===== config.mk =====
export PLATFORM = sky130hd
export DESIGN_NAME = pcs_descrambler_ctrl
export DESIGN_NICKNAME = d
export VERILOG_FILES = /design/src/rtl/pcs_descr_pkg.sv /design/src/rtl/Parallel_LFSR.sv /design/src/rtl/pcs_descrambler_ctrl.sv
export SDC_FILE = /design/constraint.sdc
export NUM_CORES = 1
export LEC_CHECK = 0
export CAP_MARGIN = 10
export CORE_MARGIN = 2
export CORE_UTILIZATION = 56
export CTS_CLUSTER_SIZE = 14
export DETAILED_ROUTE_END_ITERATION = 16
export HOLD_SLACK_MARGIN = 0.05
export MAX_ROUTING_LAYER = met4
export PLACE_DENSITY = 0.84
export SYNTH_ARGS = -nofsm -noshare
export SYNTH_HDL_FRONTEND = slang
export SYNTH_HIERARCHICAL = 1
export SYNTH_SLANG_ARGS = --single-unit
export TNS_END_PERCENT = 1

===== constraint.sdc =====
create_clock -name CLK -period 8.37 [get_ports CLK]
set_input_delay 1.674 -clock CLK [delete_from_list [all_inputs] [get_ports CLK]]
set_output_delay 1.674 -clock CLK [all_outputs]
set_load 0.005 [all_outputs]

===== src/rtl/pcs_descr_pkg.sv =====
// Shared constants and types for the 64b/66b receive descrambler (g(x) = x^58 + x^39 + 1).
// The optional sync-header error counter is enabled by PCS_DESCR_SH_ERR_CNT_EN in the top.
package pcs_descr_pkg;

    localparam int DESCR_DATA_W  = 64;
    localparam int DESCR_STATE_W = 58;
    localparam int DESCR_TAP     = 39;
    localparam int SH_W          = 2;

    localparam logic [SH_W-1:0] SH_DATA = 2'b01;
    localparam logic [SH_W-1:0] SH_CTRL = 2'b10;

    typedef enum logic [1:0] {
        IDLE  = 2'd0,
        PRIME = 2'd1,
        RUN   = 2'd2
    } descr_state_t;

    function automatic logic sh_is_valid(input logic [SH_W-1:0] sh);
        return (sh == SH_DATA) || (sh == SH_CTRL);
    endfunction

endpackage


===== src/rtl/Parallel_LFSR.sv =====
// Combinational 64-bit parallel step of the x^58 + x^39 + 1 (de)scrambler.
// FEED_FORWARD=1 descrambles (self-synchronising); FEED_FORWARD=0 scrambles.
module Parallel_LFSR
    import pcs_descr_pkg::*;
#(
    parameter int DATA_WIDTH   = 64,
    parameter bit FEED_FORWARD = 1
) (
    input  logic [DESCR_STATE_W-1:0] state_in,
    input  logic [DATA_WIDTH-1:0]    data_in,
    output logic [DATA_WIDTH-1:0]    data_out,
    output logic [DESCR_STATE_W-1:0] state_out
);

    localparam int SEQ_W = DESCR_STATE_W + DATA_WIDTH;
    localparam int NEAR  = DESCR_STATE_W - DESCR_TAP;

    // seq[k] holds line bit k-58, so history occupies seq[57:0] and the block sits above it.
    logic [SEQ_W-1:0] seq;

    // NOTE: every variable written here gets a default first, so no latch can be inferred.
    always_comb begin
        seq      = {data_in, state_in};
        data_out = '0;
        for (int i = 0; i < DATA_WIDTH; i++) begin
            if (FEED_FORWARD) begin
                data_out[i] = seq[i+DESCR_STATE_W] ^ seq[i+NEAR] ^ seq[i];
            end else begin
                data_out[i]            = data_in[i] ^ seq[i+NEAR] ^ seq[i];
                seq[i+DESCR_STATE_W]   = data_out[i];
            end
        end
        state_out = seq[SEQ_W-1:DATA_WIDTH];
    end

endmodule


===== src/rtl/pcs_descrambler_ctrl.sv =====
// Priming FSM, history register and registered valid/ready stage around the PCS descrambler.
// Define PCS_DESCR_SH_ERR_CNT_EN to add the saturating invalid-sync-header counter.
module pcs_descrambler_ctrl
    import pcs_descr_pkg::*;
#(
    parameter int DATA_WIDTH = 64,
    parameter int HDR_WIDTH  = 2,
    parameter int CNT_WIDTH  = 16
) (
    input  logic                  CLK,
    input  logic                  rst,
    input  logic                  lock_in,
    input  logic                  in_valid,
    output logic                  in_ready,
    input  logic [HDR_WIDTH-1:0]  in_hdr,
    input  logic [DATA_WIDTH-1:0] in_data,
    output logic                  out_valid,
    input  logic                  out_ready,
    output logic [HDR_WIDTH-1:0]  out_hdr,
    output logic [DATA_WIDTH-1:0] out_data,
    output logic                  primed
`ifdef PCS_DESCR_SH_ERR_CNT_EN
    ,
    output logic [CNT_WIDTH-1:0]  sh_err_cnt,
    input  logic                  sh_err_clr
`endif
);

    generate
        if (DATA_WIDTH != DESCR_DATA_W || HDR_WIDTH != SH_W || CNT_WIDTH < 1) begin : g_bad_cfg
            $error("pcs_descrambler_ctrl: only DATA_WIDTH=64, HDR_WIDTH=2, CNT_WIDTH>=1 supported");
        end
    endgenerate

    descr_state_t            state_q, state_d;
    logic [DESCR_STATE_W-1:0] hist_q, hist_d;
    logic                    out_valid_q, out_valid_d;
    logic [HDR_WIDTH-1:0]    out_hdr_q, out_hdr_d;
    logic [DATA_WIDTH-1:0]   out_data_q, out_data_d;

    logic [DATA_WIDTH-1:0]    descr_data;
    logic [DESCR_STATE_W-1:0] descr_state;
    logic                     accept;

    Parallel_LFSR #(
        .DATA_WIDTH  (DATA_WIDTH),
        .FEED_FORWARD(1'b1)
    ) u_lfsr (
        .state_in (hist_q),
        .data_in  (in_data),
        .data_out (descr_data),
        .state_out(descr_state)
    );

    assign in_ready = lock_in && (state_q != IDLE) && (!out_valid_q || out_ready);
    assign accept   = in_valid && in_ready;

    always_comb begin
        state_d     = state_q;
        hist_d      = hist_q;
        out_valid_d = out_valid_q;
        out_hdr_d   = out_hdr_q;
        out_data_d  = out_data_q;

        case (state_q)
            IDLE:    state_d = PRIME;
            PRIME:   if (accept) state_d = RUN;
            RUN:     state_d = RUN;
            default: state_d = IDLE;
        endcase

        if (accept) begin
            hist_d = descr_state;
        end

        // Losing lock drops any pending block; history is kept and re-primed on relock.
        if (!lock_in) begin
            state_d     = IDLE;
            out_valid_d = 1'b0;
        end else if (accept && state_q == RUN) begin
            out_valid_d = 1'b1;
            out_hdr_d   = in_hdr;
            out_data_d  = descr_data;
        end else if (out_ready) begin
            out_valid_d = 1'b0;
        end
    end

    // NOTE: sequential state uses non-blocking assignments so every flop samples pre-edge values.
    always_ff @(posedge CLK or posedge rst) begin
        if (rst) begin
            state_q     <= IDLE;
            hist_q      <= '0;
            out_valid_q <= 1'b0;
            out_hdr_q   <= '0;
            out_data_q  <= '0;
        end else begin
            state_q     <= state_d;
            hist_q      <= hist_d;
            out_valid_q <= out_valid_d;
            out_hdr_q   <= out_hdr_d;
            out_data_q  <= out_data_d;
        end
    end

    assign out_valid = out_valid_q;
    assign out_hdr   = out_hdr_q;
    assign out_data  = out_data_q;
    assign primed    = (state_q == RUN);

`ifdef PCS_DESCR_SH_ERR_CNT_EN
    logic [CNT_WIDTH-1:0] cnt_q, cnt_d;

    always_comb begin
        cnt_d = cnt_q;
        if (sh_err_clr) begin
            cnt_d = '0;
        end else if (accept && !sh_is_valid(in_hdr) && cnt_q != '1) begin
            cnt_d = cnt_q + CNT_WIDTH'(1);
        end
    end

    always_ff @(posedge CLK or posedge rst) begin
        if (rst) begin
            cnt_q <= '0;
        end else begin
            cnt_q <= cnt_d;
        end
    end

    assign sh_err_cnt = cnt_q;
`endif

endmodule


==> summary.txt <==
status: finished clean
hpwl dp: 9010 um
PD cells: 368 nW/um^2
Iter 0 DRT Violations: 170
Max clock buf depth: 2
count leader, synth: dfrtp_1
mean area per synthesized cell: 16.6 um^2
CTS Buf Count: 17
Finished Layout Cells: 661
RSZ-0062 raised after global routing: false
Starting Density: 57.4%
Layout area overhead: 24.2%
Min-Delay Path Class: flip-flop to flip-flop
antenna viol nets, final: 0
Final setup viols: 0
syn_nets: 490
Hold Vio Cnt, Final: 0
worst vdd ir: 240 uV
post-synthesis adder-cell area fraction: 0.725%
Ports: 140
Sink Count: 127
Yosys top cell area share: 46.1%
count of cell types in the netlist: 24
worst hold slack: 0.499 ns
die span in y: 115 um
part of the cycle the worst path needs: 58.1%
Max Cap Viol: 0
GP Congestion: 0.800
mux cell area share after synthesis: 21.3%
Synth top cells by count: 127 x dfrtp_1, 104 x mux2_2, 64 x xor3_1
PortBufs: 139
CTS root buffer: clkbuf_16
crit path cell chain: clkdlybuf4s50_1 -> nand2b_4 -> nor2_1 -> clkdlybuf4s50_1
Static Leak: 4.13 nW
core footprint: 12,000 um^2
H-tree depth: 4
Die Area: 13,200 um^2
Yosys reg bits: 127
highest fanout seen on the critical path: 9
Req. time, crit path: 6.70 ns
pin count of the biggest net entering global routing: 74
Synth Flop Type: dfrtp_1
Startpoint Class: input pin
row count: 40
Placed Instances: 630
Synth Area in Compound Gates: 0.598%
setup bufs post-CTS: 0
Post-synth EDFFs: 0
first-pass GRT wire length: 20,800 um
Pwr Total: 3.15 mW
setup slack, reg-to-reg: 5.98 ns
Mapped Area: 6900 um^2
top cell family by delay on the critical path: buffers and inverters
critical path class: input pin to primary output
sequential share of the synthesized area: 46.1%
Most Frequent Cell on Critical Path: clkdlybuf4s50_1
Fin Setup TNS: 0 ns
layout cell share with drive strength beyond 1: 30.9%
diode count: 0
Place WS: 3.53 ns
relative slew slack: 29.0%
clock latency at the later pin of the worst-skew pair: 0.41 ns
Via density: 5.34
async set or reset register ratio after synthesis: 100%
xor-xnor portion of the synthesized cell area: 22.0%
Pre-Repair DR Iteration Count: 4
routed length per instance: 19.9 um
post-CTS sizing: 0
Global Route Usage Sum: 21.9%
YS warnings: 6
worst slew pin tran: 1.07 ns
DRC errors left: 0
Post-Synthesis Cells: 415
main combinational cell family by area after synthesis: XOR/XNOR gates
final worst slack: 3.51 ns
top post-synthesis cells by area: dfrtp_1 46%, xor3_1 22%, mux2_2 17%
CP Capture Type: primary output
Layout Skew: 0.00814 ns
CTS tree: done
Clock transition at path regs: 0.05 ns
Die Width: 115 um
Layout Nets: 577
Peak Freq: 206 MHz
initial antenna violation count: 0
vias: 3,531
fin crit period: 4.86 ns
vias in the first global route: 3,915
crit path buf inv count: 2
Max stage delay on crit path: 0.68 ns
dominant cell type by area after synthesis: dfrtp_1
crit path max-delay cell type: clkdlybuf4s50_1
Critical Path AT: 3.19 ns
CTS Hold Bufs: 0
Synth Area in Simple Gates: 1.29%
fillers: 764
count of final max-slew check failures: 0
Total Routed Length: 13,200 um
gr ovfl total: 0
[cell families (layout without fill, tap and decap cells)]
kind of cell,count (synthesis),after routing
AOI/OAI and AO/OA,5,5
DFF,127,127
buffers and inverters,76,175
xor gates and xnor gates,64,64
muxes,124,124
adders and majority gates,4,4
and+or+nand+nor,15,15
[through the flow]
| step | instance area [um^2] | utilization, % |
|---|---|---|
| floorplan | 6900 | - |
| global placement | 7960 | 66.3 |
| detailed placement | 7960 | 66.3 |
| CTS | 8570 | 71.3 |
| global route | 8570 | 71.3 |
| finish | 8570 | 71.3 |
[flip-flops by register name (all words and copies together), names as in the netlist]
name and cells:
hist_q 58, out_valid 1, out_data 64, out_hdr 2, state_q 2
[cell type report]
| cell class | count | area (um^2) | share of cell area, % |
|---|---|---|---|
| Sequential cell | 127 | 3180 | 37.1 |
| Clock buffer | 26 | 529 | 6.18 |
| Timing Repair Buffer | 141 | 1410 | 16.4 |
| Inverter | 3 | 13.8 | 0.161 |
| Clock inverter | 5 | 75.1 | 0.876 |
| Multi-Input combinational cell | 212 | 3180 | 37.1 |
| Tap cell | 147 | 184 | 2.15 |
[path summary, 6_finish.rpt]
check / from / end / depth (start not counted)
max in group asynchronous: rst / out_data[33] / 3
min reg2reg: out_data[49] / out_data[49] / 1
min in group asynchronous: rst / out_data[58] / 2
max: lock_in / in_ready / 4
max reg2reg: state_q[0] / out_data[56] / 6
min: out_data[49] / out_data[49] / 1
[layout by cell type (no fill, tap or decap), types with 3 or more instances in the layout]
cell	n
clkbuf_16	17
clkbuf_8	7
clkdlybuf4s50_1	139
clkinv_2	3
dfrtp_1	127
ha_1	4
mux2_2	104
mux2_4	20
nand2_1	4
nand3_1	3
xor3_1	64
[where the power goes]
part	switching [mW]	total (mW)	internal, mW
clock network	0.254	0.745	0.491
logic	0.301	1.28	0.979
registers	0.218	1.12	0.907
[metal layers]
| metal | global-route usage, % | share of wire [%] |
|---|---|---|
| met5 | - | 0 |
| met4 | 6.35 | 0.82 |
| met3 | 6.38 | 5.6 |
| met2 | 34.8 | 51 |
| met1 | 27.6 | 43 |
No activity file was read; power rests on OpenSTA's default activity.
